## config.mk

```make
export PLATFORM = sky130hd
export DESIGN_NAME = lsu_ri12
export DESIGN_NICKNAME = d
export VERILOG_FILES = /design/src/rtl/lsu_ri12_pkg.sv /design/src/rtl/lsu_ri12_align.sv /design/src/rtl/lsu_ri12.sv
export SDC_FILE = /design/constraint.sdc
export NUM_CORES = 1
export LEC_CHECK = 0
export CAP_MARGIN = 20
export CORE_MARGIN = 2
export CORE_UTILIZATION = 45
export CTS_CLUSTER_SIZE = 10
export DETAILED_ROUTE_END_ITERATION = 10
export PLACE_DENSITY_LB_ADDON = 0.3
export REMOVE_ABC_BUFFERS = 1
export SYNTH_ARGS = -nofsm -noshare
export SYNTH_HDL_FRONTEND = slang
export SYNTH_SLANG_ARGS = --single-unit
```

## constraint.sdc

```tcl
create_clock -name clk -period 11.35 [get_ports clk]
set_clock_uncertainty 0.15 [all_clocks]
set_input_delay 2.8375 -clock clk [delete_from_list [all_inputs] [get_ports clk]]
set_output_delay 2.8375 -clock clk [all_outputs]
set_load 0.01 [all_outputs]
```

## src/rtl/lsu_ri12_pkg.sv

```systemverilog
// Shared opcode, exception and state encodings for the 2RI12 load/store unit,
// plus small helpers used by the FSM and the alignment network.
package lsu_ri12_pkg;

    localparam int XLEN = 32;

    localparam logic [7:0] ALU_LDB  = 8'h40;
    localparam logic [7:0] ALU_LDH  = 8'h41;
    localparam logic [7:0] ALU_LDW  = 8'h42;
    localparam logic [7:0] ALU_LDBU = 8'h43;
    localparam logic [7:0] ALU_LDHU = 8'h44;
    localparam logic [7:0] ALU_STB  = 8'h45;
    localparam logic [7:0] ALU_STH  = 8'h46;
    localparam logic [7:0] ALU_STW  = 8'h47;
    localparam logic [7:0] ALU_ORI  = 8'h0c;

    localparam logic [6:0] EXCEPTION_ALE = 7'h09;
    localparam logic [6:0] EXCEPTION_INE = 7'h0d;

    typedef enum logic [2:0] {
        S_IDLE  = 3'd0,
        S_REQ   = 3'd1,
        S_WAIT  = 3'd2,
        S_DONE  = 3'd3,
        S_DRAIN = 3'd4
    } lsu_state_e;

    typedef struct packed {
        logic [XLEN-1:0] pc;
        logic            reg_write_en;
        logic [4:0]      reg_write_addr;
        logic [XLEN-1:0] reg_write_data;
        logic            is_exception;
        logic [6:0]      exception_cause;
        logic [XLEN-1:0] badv;
    } wb_pkt_t;

    function automatic logic is_load_op(input logic [7:0] op);
        return (op == ALU_LDB) || (op == ALU_LDH) || (op == ALU_LDW) ||
               (op == ALU_LDBU) || (op == ALU_LDHU);
    endfunction

    function automatic logic is_store_op(input logic [7:0] op);
        return (op == ALU_STB) || (op == ALU_STH) || (op == ALU_STW);
    endfunction

    function automatic logic op_legal(input logic [7:0] op);
        return is_load_op(op) || is_store_op(op);
    endfunction

    function automatic logic [XLEN-1:0] sext8(input logic [7:0] b);
        return {{(XLEN-8){b[7]}}, b};
    endfunction

    function automatic logic [XLEN-1:0] sext16(input logic [15:0] h);
        return {{(XLEN-16){h[15]}}, h};
    endfunction

    function automatic wb_pkt_t make_pkt(
        input logic [XLEN-1:0] pc,
        input logic            we,
        input logic [4:0]      waddr,
        input logic [XLEN-1:0] wdata,
        input logic            exc,
        input logic [6:0]      cause,
        input logic [XLEN-1:0] badv
    );
        wb_pkt_t p;
        p.pc              = pc;
        p.reg_write_en    = we;
        p.reg_write_addr  = waddr;
        p.reg_write_data  = wdata;
        p.is_exception    = exc;
        p.exception_cause = cause;
        p.badv            = badv;
        return p;
    endfunction

endpackage

```

## src/rtl/lsu_ri12_align.sv

```systemverilog
// Byte-lane network: store strobes/replicated data, load extraction/extension,
// and the misalignment flag for a given op and low address bits.
module lsu_align
    import lsu_ri12_pkg::*;
(
    input  logic [7:0]      op,
    input  logic [1:0]      ea_lo,
    input  logic [XLEN-1:0] rd_data,
    input  logic [XLEN-1:0] rdata,
    output logic [3:0]      wstrb,
    output logic [XLEN-1:0] wdata,
    output logic [XLEN-1:0] load_data,
    output logic            misalign
);

    logic [XLEN-1:0] shifted;

    // Addressed byte/half lands in the low lanes for extraction.
    assign shifted = rdata >> {ea_lo, 3'b000};

    always_comb begin
        wstrb     = 4'b0000;
        wdata     = '0;
        load_data = '0;
        misalign  = 1'b0;
        case (op)
            ALU_LDB:  load_data = sext8(shifted[7:0]);
            ALU_LDBU: load_data = {{(XLEN-8){1'b0}}, shifted[7:0]};
            ALU_LDH: begin
                misalign  = ea_lo[0];
                load_data = sext16(shifted[15:0]);
            end
            ALU_LDHU: begin
                misalign  = ea_lo[0];
                load_data = {{(XLEN-16){1'b0}}, shifted[15:0]};
            end
            ALU_LDW: begin
                misalign  = |ea_lo;
                load_data = rdata;
            end
            ALU_STB: begin
                wstrb = 4'b0001 << ea_lo;
                wdata = {4{rd_data[7:0]}};
            end
            ALU_STH: begin
                misalign = ea_lo[0];
                wstrb    = 4'b0011 << ea_lo;
                wdata    = {2{rd_data[15:0]}};
            end
            ALU_STW: begin
                misalign = |ea_lo;
                wstrb    = 4'b1111;
                wdata    = rd_data;
            end
            default: ;
        endcase
    end

endmodule

```

## src/rtl/lsu_ri12.sv

```systemverilog
// Single-outstanding load/store unit for 2RI12 memory ops: address generation,
// alignment check, dcache valid/ready request, load extend and writeback.
module lsu_ri12
    import lsu_ri12_pkg::*;
#(
    parameter int ADDR_W = 32
) (
    input  logic              clk,
    input  logic              rst,
    input  logic              flush,
    input  logic              in_valid,
    output logic              in_ready,
    input  logic [7:0]        in_aluop,
    input  logic [ADDR_W-1:0] in_pc,
    input  logic [31:0]       in_inst,
    input  logic [ADDR_W-1:0] in_reg1_data,
    input  logic [ADDR_W-1:0] in_reg2_data,
    input  logic [4:0]        in_reg_write_addr,
    output logic              dreq_valid,
    input  logic              dreq_ready,
    output logic              dreq_we,
    output logic [ADDR_W-1:0] dreq_addr,
    output logic [3:0]        dreq_wstrb,
    output logic [ADDR_W-1:0] dreq_wdata,
    input  logic              dresp_valid,
    input  logic [ADDR_W-1:0] dresp_rdata,
    output logic              out_valid,
    input  logic              out_ready,
    output logic [ADDR_W-1:0] out_pc,
    output logic              out_reg_write_en,
    output logic [4:0]        out_reg_write_addr,
    output logic [ADDR_W-1:0] out_reg_write_data,
    output logic              out_is_exception,
    output logic [6:0]        out_exception_cause,
    output logic [ADDR_W-1:0] out_badv
);

    lsu_state_e               state;
    wb_pkt_t                  pkt;
    logic [7:0]               op_q;
    logic [1:0]               ea_lo_q;
    logic [ADDR_W-1:0]        pc_q;
    logic [4:0]               dest_q;

    logic signed [ADDR_W-1:0] off_s;
    logic [ADDR_W-1:0]        ea_acc;
    logic                     idle;
    logic                     accept;
    logic [3:0]               al_wstrb;
    logic [ADDR_W-1:0]        al_wdata;
    logic [ADDR_W-1:0]        al_load;
    logic                     al_misalign;
    logic                     unused_inst;

    assign unused_inst = ^{in_inst[31:22], in_inst[9:0]};

    assign off_s  = signed'({{(ADDR_W-12){in_inst[21]}}, in_inst[21:10]});
    assign ea_acc = in_reg1_data + off_s;

    assign idle     = (state == S_IDLE);
    assign in_ready = idle;
    assign accept   = idle && in_valid && !flush;

    // In IDLE the lane network sees the incoming op; afterwards the latched one.
    lsu_align u_align (
        .op        (idle ? in_aluop : op_q),
        .ea_lo     (idle ? ea_acc[1:0] : ea_lo_q),
        .rd_data   (in_reg2_data),
        .rdata     (dresp_rdata),
        .wstrb     (al_wstrb),
        .wdata     (al_wdata),
        .load_data (al_load),
        .misalign  (al_misalign)
    );

    always_ff @(posedge clk) begin
        if (accept) begin
            op_q    <= in_aluop;
            ea_lo_q <= ea_acc[1:0];
            pc_q    <= in_pc;
            dest_q  <= in_reg_write_addr;
        end
    end

    always_ff @(posedge clk) begin
        if (rst) begin
            state      <= S_IDLE;
            dreq_valid <= 1'b0;
            dreq_we    <= 1'b0;
            dreq_addr  <= '0;
            dreq_wstrb <= 4'b0000;
            dreq_wdata <= '0;
            out_valid  <= 1'b0;
            pkt        <= '0;
        end else begin
            case (state)
                S_IDLE: begin
                    if (accept) begin
                        if (!op_legal(in_aluop)) begin
                            state     <= S_DONE;
                            out_valid <= 1'b1;
                            pkt       <= make_pkt(in_pc, 1'b0, in_reg_write_addr, '0,
                                                  1'b1, EXCEPTION_INE, '0);
                        end else if (al_misalign) begin
                            state     <= S_DONE;
                            out_valid <= 1'b1;
                            pkt       <= make_pkt(in_pc, 1'b0, in_reg_write_addr, '0,
                                                  1'b1, EXCEPTION_ALE, ea_acc);
                        end else begin
                            state      <= S_REQ;
                            dreq_valid <= 1'b1;
                            dreq_we    <= is_store_op(in_aluop);
                            dreq_addr  <= ea_acc;
                            dreq_wstrb <= al_wstrb;
                            dreq_wdata <= al_wdata;
                        end
                    end
                end
                S_REQ: begin
                    if (flush || dreq_ready) begin
                        dreq_valid <= 1'b0;
                        dreq_we    <= 1'b0;
                        dreq_addr  <= '0;
                        dreq_wstrb <= 4'b0000;
                        dreq_wdata <= '0;
                    end
                    // A load already handed to the dcache must have its response drained.
                    if (flush) begin
                        state <= (dreq_ready && !dreq_we) ? S_DRAIN : S_IDLE;
                    end else if (dreq_ready) begin
                        if (dreq_we) begin
                            state     <= S_DONE;
                            out_valid <= 1'b1;
                            pkt       <= make_pkt(pc_q, 1'b0, dest_q, '0, 1'b0, 7'd0, '0);
                        end else begin
                            state <= S_WAIT;
                        end
                    end
                end
                S_WAIT: begin
                    if (flush) begin
                        state <= dresp_valid ? S_IDLE : S_DRAIN;
                    end else if (dresp_valid) begin
                        state     <= S_DONE;
                        out_valid <= 1'b1;
                        pkt       <= make_pkt(pc_q, 1'b1, dest_q, al_load, 1'b0, 7'd0, '0);
                    end
                end
                S_DONE: begin
                    if (flush || out_ready) begin
                        state     <= S_IDLE;
                        out_valid <= 1'b0;
                        pkt       <= '0;
                    end
                end
                S_DRAIN: begin
                    if (dresp_valid) begin
                        state <= S_IDLE;
                    end
                end
                default: state <= S_IDLE;
            endcase
        end
    end

    assign out_pc              = pkt.pc;
    assign out_reg_write_en    = pkt.reg_write_en;
    assign out_reg_write_addr  = pkt.reg_write_addr;
    assign out_reg_write_data  = pkt.reg_write_data;
    assign out_is_exception    = pkt.is_exception;
    assign out_exception_cause = pkt.exception_cause;
    assign out_badv            = pkt.badv;

endmodule

```

# Yosys cells after proc, flatten, opt, wreduce, memory -nomap -nowiden
# Cells that the tools add are included.
word_totals:
  regBits: 231
  input_bits: 180
  wordCells: 141
op_classes:
  n_addsub: 1
  eq_ne: 34
  shifts: 3
  mux: 62
  n_reduce_logical: 23
ops:
  columns: ["cell", "count"]
  rows:
  - ["$mux W110", 9]
  - ["$pmux W110 S4", 1]
  - ["$mux W32", 7]
  - ["$pmux W32 S5", 1]
  - ["$eq A8 B7 Y1 const B", 16]
  - ["$pmux W32 S2", 2]
  - ["$pmux W32 S3", 1]
  - ["$add A32 B32 Y32", 1]
  - ["$shr A32 B5 Y16", 1]
  - ["$mux W3", 9]
  - ["$ne A2 B2 Y1 const B", 9]
  - ["$mux W1", 17]
  - ["$mux W4", 4]
  - ["$pmux W3 S5", 1]
  - ["$pmux W4 S3", 1]
  - ["$reduce_and A5 Y1", 2]
  - ["$logic_or A1 B1 Y1", 9]
  - ["$ne A3 B3 Y1 const B", 3]
  - ["$reduce_and A9 Y1", 1]
  - ["$mux W8", 1]
  - ["$pmux W4 S2", 1]
  - ["$eq A3 B2 Y1 const B", 2]
  - ["$mux W2", 3]
  - ["$pmux W1 S2", 3]
  - ["13 further kinds", 18]

# Depth between registers and ports, before layout
logic_depth:
  ltp_word: 9
  depth_mapped: 15

# Hierarchy
# From an unflattened synthesis, not the netlist that was laid out.
hier_totals:
  cells_unflattened: 1228
  hier_area_um2: 11274.6
modules_own_cells:
  columns: ["module", "n_inst", "cells_per_inst", "area_each_um2"]
  rows:
  - ["lsu_ri12", 1, 995, 9753.1]
  - ["lsu_align", 1, 233, 1521.5]

# Worst setup path after synthesis
# Ideal clock, no wire load.
synth_path:
  kind: "in2reg"
  start: "in flush"
  end: "reg dreq_wdata[27]"
  setup_ns: 0.128
  arrival_time_ns: 7.888
  required_ns: 11.072
  slack_ns: 3.184
  stages: 11
  path_cell_list: "clkbuf_1 > nor3_1 > nand2_1 > or2_1 > buf_2 > and2_1 > buf_2 > buf_6 > buf_6 > a21oi_1 > nor2_1"
synth_between:
  elab_chain_cells: 4
  elab_cells_between_ends: 6
  cone_classes: "eq/ne: 2; reduce/logical: 4"
synth_lines:
  columns: ["item", "line_no", "rtl"]
  rows:
  - ["from (decl)", "lsu_ri12.sv:10", "input logic flush,"]
  - ["$logic_not A1 Y1", "lsu_ri12.sv:62", "assign accept = idle && in_valid && !flush;"]
  - ["$logic_and A1 B1 Y1", "lsu_ri12.sv:62", null]
  - ["net accept", "lsu_ri12.sv:48", "logic accept;"]
  - ["$ne A2 B1 Y1 (no line)", null, null]
  - ["$reduce_and A5 Y1 (no line)", null, null]
  - ["to (signal assigned)", "lsu_ri12.sv:115", "dreq_wdata <= al_wdata;"]
  - ["to (decl)", "lsu_ri12.sv:24", "output logic [ADDR_W-1:0] dreq_wdata,"]
# The timed path passes the listed nets, and every way through them passes these cells.
# A chain may end at the register's enable or synchronous reset.

# Final worst setup path
layout_path:
  start: "in in_inst[10]"
  end: "reg dreq_wdata[21]"
layout_between:
  elab_chain_cells: 6
layout_lines:
  columns: ["item", "line_no", "rtl"]
  rows:
  - ["from (decl)", "lsu_ri12.sv:15", "input logic [31:0] in_inst,"]
  - ["$add A32 B32 Y32 (*)", "lsu_ri12.sv:58", "assign ea_acc = in_reg1_data + off_s;"]
  - ["$mux W2 (*)", "lsu_ri12.sv:67", ".ea_lo (idle ? ea_acc[1:0] : ea_lo_q),"]
  - ["$reduce_or A2 Y1", "lsu_ri12_align.sv:38, lsu_ri12_align.sv:51", null]
  - ["$pmux W1 S2 (*)", "lsu_ri12_align.sv:26", "case (op)"]
  - ["$ne A2 B2 Y1 (no line) (*)", null, null]
  - ["$reduce_and A5 Y1 (no line) (*)", null, null]
# Every way passes the cells marked *; elsewhere a longest branch is shown, timed or not.

==> run metrics <==
outcome=complete, no violations; Critical Path AT=6.76 ns; clock sink count=approximately 230; Max Buffers Root-to-Sink=3; Async S/R FF share, synth=0%; Post-CTS Setup Bufs=0; Die ar.=around 24000 um2; Final Instance Area=14700 um2; kind of critical path=input port to flop; area growth from synthesis to layout=40.3%; most common library cells after synthesis=178 x dfxtp_1, 159 x nor2_1, 100 x a21oi_1; Die Ht=about 160 um; DP Area=13900 um2; Synth Area in Compound Gates=about a quarter; Net Switching=about 0.00081 W; Worst setup EP type=flop; vias per cell=a little under 6; internal power=about 0.0017 W; WL/cell=just over 20 um; Reg power frac=between 30% and 40%; Period minus WS final=between 6 and 7 ns; number of global-route vias before repair=approximately 9600; HPWL after DPL=23600 um; switching share of total power=between 30% and 40%; post-route antenna net violation count=0; cells after synthesis=between 1000 and 1500; period utilisation layout=between 50% and 60%; pwr dens=168 nW/um2; Synth area leader=dfxtp_1; CTS tree=done; All-Layer GR Usage=26.5%; final setup TNS=0 ns; # IOs=between 300 and 400; Root Buffer=clkbuf_16; PostCTS Resize Cnt=0; Iteration-0 DRC Markers=about 820; combinational power share=30.9%; post-synthesis simple-gate area fraction=13.8%; Yosys cell types=between 70 and 80; Worst Tran Pin Value=approximately 1.0 ns; DRC viols=0; Req. time, crit path=11.65 ns; Power, Total=0.00246 W; Fmax=around 150 MHz; # rows=55; CTS Buf Count=27; Mapped Area=about 10000 um2; largest net degree at the start of global routing=73; Post-Route WL=34300 um; later-pin clock latency in the skew report=about 0.53 ns; Adder-Cell Fraction of Synth Area=3.90%; setup violation total in the final timing report=0; Leak=roughly 5.2 nW; HP Class=flop to flop; flops & latches, synth=between 200 and 250; Initial Util=about 46%; final hold slack=slightly above 0.3 ns; cell with the most instances after synthesis=dfxtp_1; initial antenna violation count=1; PnR worst setup slack=4.89 ns; die outline width=between 150 and 200 um; number of synthesized flops with an enable pin=47; Net count, final=between 1500 and 2000; Final Hold Fails=0; worst vdd ir=about 0.00011 V; Max-cap violations=0; drt first pass iters=9; share of layout cells above drive strength 1=under 10%; Syn Area/Cell=between 9 and 10 um2; mux share of post-synthesis cell area=2.55%; Crit Path Max Fanout=40; GRT overflow=0; main combinational cell family by area after synthesis=compound AO/OA/AOI/OAI gates; Yosys warning total=0; global-route wire length before repair=51900 um; fin. max-slew vios=0; total vias in the final route=10100; post-place setup slack=about 4.4 ns; Top FF cell, synth=dfxtp_1; Final Wtd Congestion=~0.94; top-area cell type share of the netlist area=between 30 and 40%; Clock Power Share=a little under a third; Core Area=about 23000 um2; critical path startpoint category=input port; Reg clk slew, reported paths=approximately 0.050 ns; top post-synthesis cells by area=dfxtp_1 34%, edfxtp_1 13%, nor2_1 5.7%, a21oi_1 4.8%, a22oi_1 4.4%; htree depth=1; post-synthesis xor/xnor area fraction=under 10%; hold buffers post-CTS=0; Slew HR=30.4%; Seq/Total Area, Yosys=47.6%; PortBufs=about 340; ANT cells=0; RSZ-0062 raised after global routing=false
[stage by stage]
stage               cells  utilization, %
global placement     1652            61.2
floorplan            1018               -
finish               1699            64.6
CTS                  1698            64.6
detailed placement   1652            61.2
global route         1699            64.6
[cell type report]
class	instances	area, um2
Clock buffer	43	746
Tap cell	285	357
Sequential cell	225	4970
Fill cell	1889	8030
Multi-Input combinational cell	779	5060
Inverter	14	55.1
Timing Repair Buffer	350	3470
Clock inverter	3	21.3
[layer usage]
layer / track usage [%] / share of wire, % / vias to the layer above
met5: 0 / 0.047 / -
met4: 11.0 / 4.0 / 2
met3: 7.45 / 9.9 / 95
met2: 44.0 / 47 / 505
met1: 32.3 / 39 / 4794
li1: - / - / 4696
[final timing paths]
path / startpoint / endpoint / slack (ns) / cells past startpoint
hold reg to reg: out_reg_write_data[9]$_SDFFE_PP0P_ / out_reg_write_data[9]$_SDFFE_PP0P_ / 0.30 / 2
setup / recovery: in_inst[10] / dreq_wdata[21]$_SDFFE_PP0P_ / 4.89 / 13
hold / removal: out_reg_write_data[9]$_SDFFE_PP0P_ / out_reg_write_data[9]$_SDFFE_PP0P_ / 0.30 / 2
setup reg to reg: state[1]$_SDFFE_PP0P_ / dreq_wdata[21]$_SDFFE_PP0P_ / 6.89 / 11
[registers in the layout (all words and copies together) (netlist names), 4 cells and up]
| signal | cells |
|---|---|
| pc_q | 32 |
| out_reg_write_addr | 5 |
| dreq_addr | 32 |
| out_pc | 32 |
| dest_q | 5 |
| dreq_wdata | 32 |
| out_badv | 32 |
| out_reg_write_data | 32 |
| op_q | 8 |
| dreq_wstrb | 4 |
[layout by cell type (no fill, tap or decap), types with 8 or more instances in the layout]
master	count
xor2_1	10
o21ai_0	46
nand3_1	21
dfxtp_1	178
clkbuf_1	15
ha_1	31
nor3_1	12
clkbuf_16	27
a211oi_1	9
a221oi_1	10
and3_1	8
inv_1	13
xnor2_1	24
buf_4	13
nor2_1	159
clkdlybuf4s50_1	336
a21oi_1	100
nand2_1	77
a222oi_1	40
a22o_1	31
edfxtp_1	47
a22oi_1	61
a21o_1	13
[worst max-delay path, cell delays in order]
cell and delay, ns:
clkdlybuf4s50_1 0.47, ha_1 0.21, inv_1 0.07, fa_1 0.55, o21ai_4 0.40, o211ai_1 0.17
a32oi_2 0.28, or2_1 0.16, buf_4 0.28, and2_2 0.50, buf_4 0.49, a22oi_1 0.18
nor2_1 0.13
[cell families (layout without fill, tap and decap cells)]
logic type	Yosys count	after routing
AOI/OAI and AO/OA	369	369
and+or+nand+nor	324	324
DFF	225	225
buffers and inverters	95	410
xor gates and xnor gates	34	34
adders and majority gates	32	32
muxes	16	16
other	1	4
[power by group through the flow]
stage	clock (W)	combinational, W	sequential, W
floorplan	0	0.000428	0.000962
global placement	0	0.000744	0.000943
detailed placement	0	0.000755	0.000946
CTS	0.000783	0.000760	0.000930
global route	0.000816	0.000824	0.000937
finish	0.000772	0.000763	0.000930
(Power assumes the default switching activity.)
